==> src/rtl/vc_arbiter.sv <==
// =============================================================================
// Module      : vc_arbiter
// Description : Weighted round-robin drain of two VC FIFOs into one downstream
//               FIFO with downstream backpressure and a 2-stage write pipeline.
//               Optional macro VC_ARB_STRICT_PRIO_EN selects strict VC0 priority.
// Revision    : 1.0 - initial release
// =============================================================================
`default_nettype none

module vc_arbiter #(
    parameter int BW    = 6,
    parameter int CNT_W = 4,
    parameter int W0    = 3,
    parameter int W1    = 1
) (
    input  logic          clk,
    input  logic          reset,
    input  logic [BW-1:0] vc0_data_in,
    input  logic          vc0_empty,
    input  logic [BW-1:0] vc1_data_in,
    input  logic          vc1_empty,
    input  logic          out_almost_full,
    input  logic          out_full,
    output logic          vc0_rd,
    output logic          vc1_rd,
    output logic [BW-1:0] out_data,
    output logic          out_wr,
    output logic          idle
);

    typedef enum logic [0:0] {
        SERVE0 = 1'b0,
        SERVE1 = 1'b1
    } state_t;

    state_t           r_state;
    state_t           w_state_nxt;
    logic [CNT_W-1:0] r_cnt;
    logic [CNT_W-1:0] w_cnt_nxt;
    logic             r_sel;
    logic             r_pend;
    logic             w_pause;
    logic             w_pop0;
    logic             w_pop1;

    assign w_pause = out_almost_full | out_full;

`ifdef VC_ARB_STRICT_PRIO_EN
    // Strict priority: weights unused, counter parked at zero.
    always_comb begin
        w_state_nxt = r_state;
        w_cnt_nxt   = '0;
        w_pop0      = 1'b0;
        w_pop1      = 1'b0;
        if (!w_pause) begin
            if (!vc0_empty) begin
                w_pop0      = 1'b1;
                w_state_nxt = SERVE0;
            end else if (!vc1_empty) begin
                w_pop1      = 1'b1;
                w_state_nxt = SERVE1;
            end
        end
    end
`else
    localparam logic [CNT_W-1:0] c_W0 = CNT_W'(W0);
    localparam logic [CNT_W-1:0] c_W1 = CNT_W'(W1);

    logic             w_cur_empty;
    logic             w_oth_empty;
    logic [CNT_W-1:0] w_wcur;
    logic             w_take_cur;
    logic             w_take_oth;

    assign w_cur_empty = (r_state == SERVE0) ? vc0_empty : vc1_empty;
    assign w_oth_empty = (r_state == SERVE0) ? vc1_empty : vc0_empty;
    assign w_wcur      = (r_state == SERVE0) ? c_W0 : c_W1;

    always_comb begin
        w_state_nxt = r_state;
        w_cnt_nxt   = r_cnt;
        w_take_cur  = 1'b0;
        w_take_oth  = 1'b0;
        if (!w_pause) begin
            if (!w_cur_empty && (r_cnt < w_wcur)) begin
                w_take_cur = 1'b1;
                w_cnt_nxt  = r_cnt + 1'b1;
            end else if (!w_oth_empty) begin
                w_take_oth  = 1'b1;
                w_state_nxt = state_t'(~r_state);
                w_cnt_nxt   = CNT_W'(1);
            end else if (!w_cur_empty) begin
                // Lone backlogged VC keeps the turn; quota stays exhausted.
                w_take_cur = 1'b1;
                w_cnt_nxt  = w_wcur;
            end
        end
    end

    assign w_pop0 = (r_state == SERVE0) ? w_take_cur : w_take_oth;
    assign w_pop1 = (r_state == SERVE0) ? w_take_oth : w_take_cur;
`endif

    assign vc0_rd = w_pop0 & ~reset;
    assign vc1_rd = w_pop1 & ~reset;

    always_ff @(posedge clk or posedge reset) begin
        if (reset) begin
            r_state  <= SERVE0;
            r_cnt    <= '0;
            r_sel    <= 1'b0;
            r_pend   <= 1'b0;
            out_wr   <= 1'b0;
            out_data <= '0;
        end else begin
            r_state <= w_state_nxt;
            r_cnt   <= w_cnt_nxt;
            r_pend  <= w_pop0 | w_pop1;
            if (w_pop0 | w_pop1) begin
                r_sel <= w_pop1;
            end
            // FIFO read data is valid one cycle after the pop.
            out_wr <= r_pend;
            if (r_pend) begin
                out_data <= r_sel ? vc1_data_in : vc0_data_in;
            end
        end
    end

    assign idle = vc0_empty & vc1_empty & ~r_pend & ~out_wr;

endmodule

`default_nettype wire

==> config.mk <==
export PLATFORM = sky130hd
export DESIGN_NAME = vc_arbiter
export DESIGN_NICKNAME = d
export VERILOG_FILES = /design/src/rtl/vc_arbiter.sv
export SDC_FILE = /design/constraint.sdc
export NUM_CORES = 1
export LEC_CHECK = 0
export BUFFER_PORTS_ARGS = -buffer_cell sky130_fd_sc_hd__buf_2
export CAP_MARGIN = 5
export CORE_MARGIN = 5
export CORE_UTILIZATION = 49
export CTS_BUF_LIST = sky130_fd_sc_hd__clkbuf_8
export DETAILED_ROUTE_END_ITERATION = 16
export HOLD_SLACK_MARGIN = 0.06
export PLACE_DENSITY = 0.83
export SLEW_MARGIN = 10
export SYNTH_ARGS = -nofsm -noshare
export SYNTH_HDL_FRONTEND = slang
export SYNTH_SLANG_ARGS = --single-unit
==> constraint.sdc <==
create_clock -name clk -period 2.4 [get_ports clk]
set_input_delay 0.36 -clock clk [delete_from_list [all_inputs] [get_ports clk]]
set_output_delay 0.36 -clock clk [all_outputs]
set_load 0.01 [all_outputs]
### Word-level counts from Yosys, hierarchy flattened

Index checks and enable logic that the tools add are counted.

| storage, ports and cells | value |
|---|---|
| register bits | 14 |
| bits of input ports | 18 |
| output and inout bits | 10 |
| logic and storage cells | 43 |

| cells by class | value |
|---|---|
| $add $sub $neg | 1 |
| magnitude comparators | 1 |
| eq/ne operators | 1 |
| mux-type cells | 16 |
| bitwise logic cells | 14 |
| reduce and logical (&&, ||, !) cells | 4 |

Operators with widths:

| cell | number |
|---|---|
| $mux 4 | 3 |
| $mux 1 | 11 |
| $not 1->1 | 7 |
| $mux 6 | 1 |
| $and 1x1->1 | 5 |
| $add 4x1->4 const B | 1 |
| $lt 4x2->1 | 1 |
| $ne 3x2->1 const B | 1 |
| $reduce_and 3->1 | 1 |
| $mux 2 | 1 |
| $or 1x1->1 | 2 |
| $reduce_and 2->1 | 1 |
| $logic_and 1x1->1 | 1 |
| $logic_not 1->1 | 1 |

### Depth between registers and ports, before layout

| logic depth | value |
|---|---|
| word-level depth | 7 |
| depth in mapped cells | 4 |
| mapped depth without buffers | 4 |

### Least setup slack after synthesis

Ideal clock, no wire load.

| timing path | value |
|---|---|
| path type | register to output |
| start point | register r_cnt[1] |
| end point | output vc0_rd |
| arrival | 1,689 ps |
| data required time | 2,040 ps |
| setup slack | 351 ps |
| cell stages (with the launch flop) | 5 |
| buffers on the path | 0 |
| path through | dfrtp_1 ha_1 a2111oi_4 nor3_1 nor4_1 |

| on the way | value |
|---|---|
| cells in the longest elaborated chain, start to end | 6 |
| elaborated cells on any way between the ends | 8 |
| classes of those cells | 1 x order compare; 5 x mux; 1 x bitwise; 1 x reduce/logical |

RTL lines:

| element | line | source |
|---|---|---|
| start: declaration | 38 | `logic [CNT_W-1:0] r_cnt;` |
| start signal: assignment | 117 | `r_cnt <= w_cnt_nxt;` |
| $lt 4x2->1 (*) | 85 | `if (!w_cur_empty && (r_cnt < w_wcur)) begin` |
| $logic_and 1x1->1 (*) | 85 |  |
| $mux 1 | 85 |  |
| $mux 1 | 84 | `if (!w_pause) begin` |
| $mux 1 (*) | 100 | `assign w_pop0 = (r_state == SERVE0) ? w_take_cur : w_take_oth;` |
| $and 1x1->1 (*) | 104 | `assign vc0_rd = w_pop0 & ~reset;` |
| end: declaration | 24 | `output logic vc0_rd,` |

Every way passes the cells marked *; elsewhere a longest branch is shown, timed or not.

### Final worst setup path

| timing path | value |
|---|---|
| start point | register r_state |
| end point | output vc1_rd |

| on the way | value |
|---|---|
| cells in the longest elaborated chain, start to end | 7 |
| elaborated cells on any way between the ends | 15 |
| classes of those cells | 1 x order compare; 11 x mux; 1 x bitwise; 2 x reduce/logical |

RTL lines:

| element | line | source |
|---|---|---|
| start: declaration | 36 | `state_t r_state;` |
| start signal: assignment | 116 | `r_state <= w_state_nxt;` |
| $mux 2 / $mux 1 (equally long branches) | 77, 75 |  |
| $lt 4x2->1 (tied with other cells) | 85 |  |
| $logic_and 1x1->1 / $mux 1 (equally long branches) | 85, 88 |  |
| $mux 1 | 85 |  |
| $mux 1 | 84 |  |
| $mux 1 (*) | 101 | `assign w_pop1 = (r_state == SERVE0) ? w_take_oth : w_take_cur;` |
| $and 1x1->1 (*) | 105 | `assign vc1_rd = w_pop1 & ~reset;` |
| end: declaration | 25 | `output logic vc1_rd,` |

Marked as above.

==> summary.md <==
| Metric | Value |
|---|---|
| Layout cells sized above 1 | `roughly two fifths` |
| PD cells | `~1100 nW/um^2` |
| Pint | `between 0.0007 and 0.0008 W` |
| Post-Syn Area per Cell | `between 10 and 15 um^2` |
| DRT met1 WL | `between 600 and 700 um` |
| Via count | `about 640` |
| Storage cell area | `about 350 um^2` |
| Post-Route WL | `around 1600 um` |
| Metal3 WL | `101 um` |
| Fin Clk Skew | `roughly 2.2 ps` |
| DR iter-0 viols | `11` |
| Routed length on met2 | `around 800 um` |
| Clk slew on worst S/H paths | `60 ps` |
| Die area | `2370 um^2` |
| Gpl congestion | `around 0.85` |
| Die height | `48.7 um` |
| Final Critical Period | `approximately 2200 ps` |
| Setup TNS | `0 ps` |
| Top layer in use | `met4` |
| Io pins | `28` |
| Die Width | `around 49 um` |
| Final setup vio count | `0` |
| Root Buffer | `clkbuf_8` |
| Final total power | `between 0.001 and 0.0015 W` |
| Synthesized flop and latch total | `14` |
| R2R Path End | `r_state` |
| Buffers on Ports | `27` |
| Num rows | `14` |
| Synthesized area | `733 um^2` |
| Worst Setup EP | `vc1_rd` |
| DR DRC count | `0` |
| Pre-CTS WS | `around 340 ps` |
| Psw | `approximately 0.00038 W` |
| Syn Nets | `slightly above 90` |
| Post-detail-place hpwl | `between 1000 and 1500 um` |
| R2r setup slk | `approximately 600 ps` |
| Critical Path Start Type | `register` |
| Unrepaired setup endpoints after global routing | `false` |
| Max-Cap Viols | `0` |
| Cts bufs inserted | `3` |
| Vias per cell | `roughly 5.4` |
| Top cells by area, synth | `dfrtp_1, mux2i_1, a21oi_1, nor2_1, a2111oi_4` |
| Yosys warns | `0` |
| First-pass GRT wire length | `2790 um` |
| Final nets | `125` |
| Share of total power in combinational logic | `44.2%` |
| Yosys top cell area share | `between 40% and 50%` |
| Reg-to-reg startpoint | `r_state` |
| Leak | `between 0.4 and 0.5 nW` |
| Max IR drop VDD | `approximately 0.75 mV` |
| Synth cell types | `27` |
| Worst Setup End Kind | `primary output` |
| Fin. max-slew vios | `0` |
| Max-slew headroom | `72.7%` |
| Status | `finished, final reports clean` |
| Clk pwr share | `about 20%` |
| All-layer global routing usage | `14.3%` |
| CP arrival | `1870 ps` |
| Final-report hold violation count | `0` |
| R2R depth | `5` |
| Syn Inst Count | `71` |
| Sequential share of the synthesized area | `47.8%` |
| Critical path fanouts, max | `7` |
| N_diodes | `0` |
| Yosys top cell by area | `dfrtp_1` |
| Filler instances | `117` |
| Crit path launch | `r_state` |
| Crit path required time | `between 2000 and 2500 ps` |
| Hold Path Class | `in -> async` |
| Worst Path Class, Setup | `reg -> out` |
| Pre-Repair DR Iteration Count | `4` |
| Final WS setup | `roughly 170 ps` |
| Vias in the first global route | `640` |
| Drt wl/cell | `13.2 um` |
| Starting Density | `about half` |
| Worst-skew pair later-pin latency | `240 ps` |
| Measured slew at the worst slew-check pin | `between 400 and 500 ps` |
| Antenna Nets Post-Route | `0` |
| Clock buffer depth | `2` |
| Largest net degree at the start of global routing | `16` |
| Core area | `1450 um^2` |
| Sw Ratio | `about a third` |
| Multi-input gate area | `about 370 um^2` |
| Period utilisation layout | `about 93%` |
| GRT overflow | `0` |
| Antenna violations before repair | `0` |
| CTS tree | `yes` |
| Area grow syn2layout | `34.1%` |
| Reg power frac | `35.4%` |
| CTS HTree Levels | `1` |
| Max frequency | `about 0.45 GHz` |
| Num Clock Sinks | `14` |
==> layer usage <==
| metal | global-route usage, % | up-vias |
|---|---|---|
| li1 | - | 326 |
| met1 | 17.8 | 296 |
| met2 | 24.3 | 18 |
| met3 | 3.37 | 2 |
| met4 | 4.04 | 0 |
| met5 | 0 | - |
==> cell type report <==
class / instances / area share, %
Multi-Input combinational cell: 51 / 37.9
Clock buffer: 4 / 5.60
Tap cell: 16 / 2.04
Timing Repair Buffer: 32 / 17.6
Sequential cell: 14 / 35.8
Inverter: 3 / 1.15
==> worst max-delay path, cell delays in order (launching register included) <==
cell and delay, ps:
dfrtp_2 450, ha_4 260, a2111oi_4 360, buf_4 180
xnor2_1 50, o211a_1 190, buf_2 130
==> registers in the layout, summed over array words and instances (netlist names) <==
register  count
out_wr        1
out_data      6
r_cnt         4
r_state       1
r_sel         1
r_pend        1
==> per-stage QoR <==
step	hold slack, ps	util [%]	instances	instance area [um^2]
finish	112	67.6	120	983
CTS	119	65.1	117	947
global route	150	67.6	120	983
detailed placement	378	61.4	113	892
floorplan	257	-	71	733
global placement	375	61.4	113	892
==> worst min-delay path by stage <==
stage / slack [ps] / end / start / cells past startpoint
6_report: 110 / out_wr / reset / 3
4_1_cts: 120 / out_wr / reset / 3
2_1_floorplan: 260 / out_data[0] / reset / 1
3_3_place_gp: 370 / r_sel / reset / 3
3_5_place_dp: 380 / out_wr / reset / 3
5_1_grt: 150 / r_sel / reset / 3
==> power groups by stage <==
| stage | combinational [W] | clock, W | sequential, W |
|---|---|---|---|
| 4_1_cts | 0.000420 | 0.000230 | 0.000391 |
| 2_1_floorplan | 0.000321 | 0 | 0.000362 |
| 6_report | 0.000492 | 0.000226 | 0.000393 |
| 5_1_grt | 0.000539 | 0.000247 | 0.000403 |
| 3_3_place_gp | 0.000406 | 0 | 0.000389 |
| 3_5_place_dp | 0.000414 | 0 | 0.000394 |
==> placed cells by master, fill, tap and decap left out, types with 2 or more instances in the layout <==
| cell type | synthesis | layout |
|---|---|---|
| a21oi_1 | 8 | 8 |
| buf_2 | 0 | 27 |
| buf_4 | 0 | 5 |
| clkbuf_8 | 0 | 4 |
| dfrtp_1 | 14 | 13 |
| inv_1 | 3 | 3 |
| mux2i_1 | 7 | 7 |
| nand2_1 | 3 | 3 |
| nor2_1 | 9 | 9 |
| nor2b_1 | 2 | 2 |
| nor3_1 | 3 | 3 |
| o21ai_0 | 2 | 2 |
==> Yosys cell counts <==
cell	count
nor4_1	1
buf_1	1
a2111oi_4	1
nor2b_1	2
nor3_1	3
a211o_1	1
nor2_1	9
a41oi_1	1
a21oi_1	8
o32a_1	1
a221o_1	1
o211a_1	1
clkbuf_1	2
dfrtp_1	14
and3b_1	1
xnor2_1	1
nand2_1	3
o21a_1	1
or3_1	1
and2_2	1
o21ai_0	2
a31oi_1	1
o2111ai_1	1
ha_1	2
mux2i_1	7
inv_1	3
a211oi_1	1
==> cell families (layout without fill, tap and decap cells) <==
group	after synthesis	in the layout	share of synthesized area, %
AND/OR/NAND/NOR	21	21	13.8
AO/OA/AOI/OAI	20	20	21.2
flip-flops	14	14	47.8
multiplexers	7	7	9.56
buffers and inverters	6	39	3.07
adder cells (fa/ha/maj)	2	2	3.41
XOR/XNOR	1	1	1.19
==> timing repair <==
action,4_1_cts,5_1_grt
setup buffers,0,3
hold buffers,0,0
endpoints found under the setup margin,0,2
gates resized for setup,0,2
No activity file was read; power rests on OpenSTA's default activity.
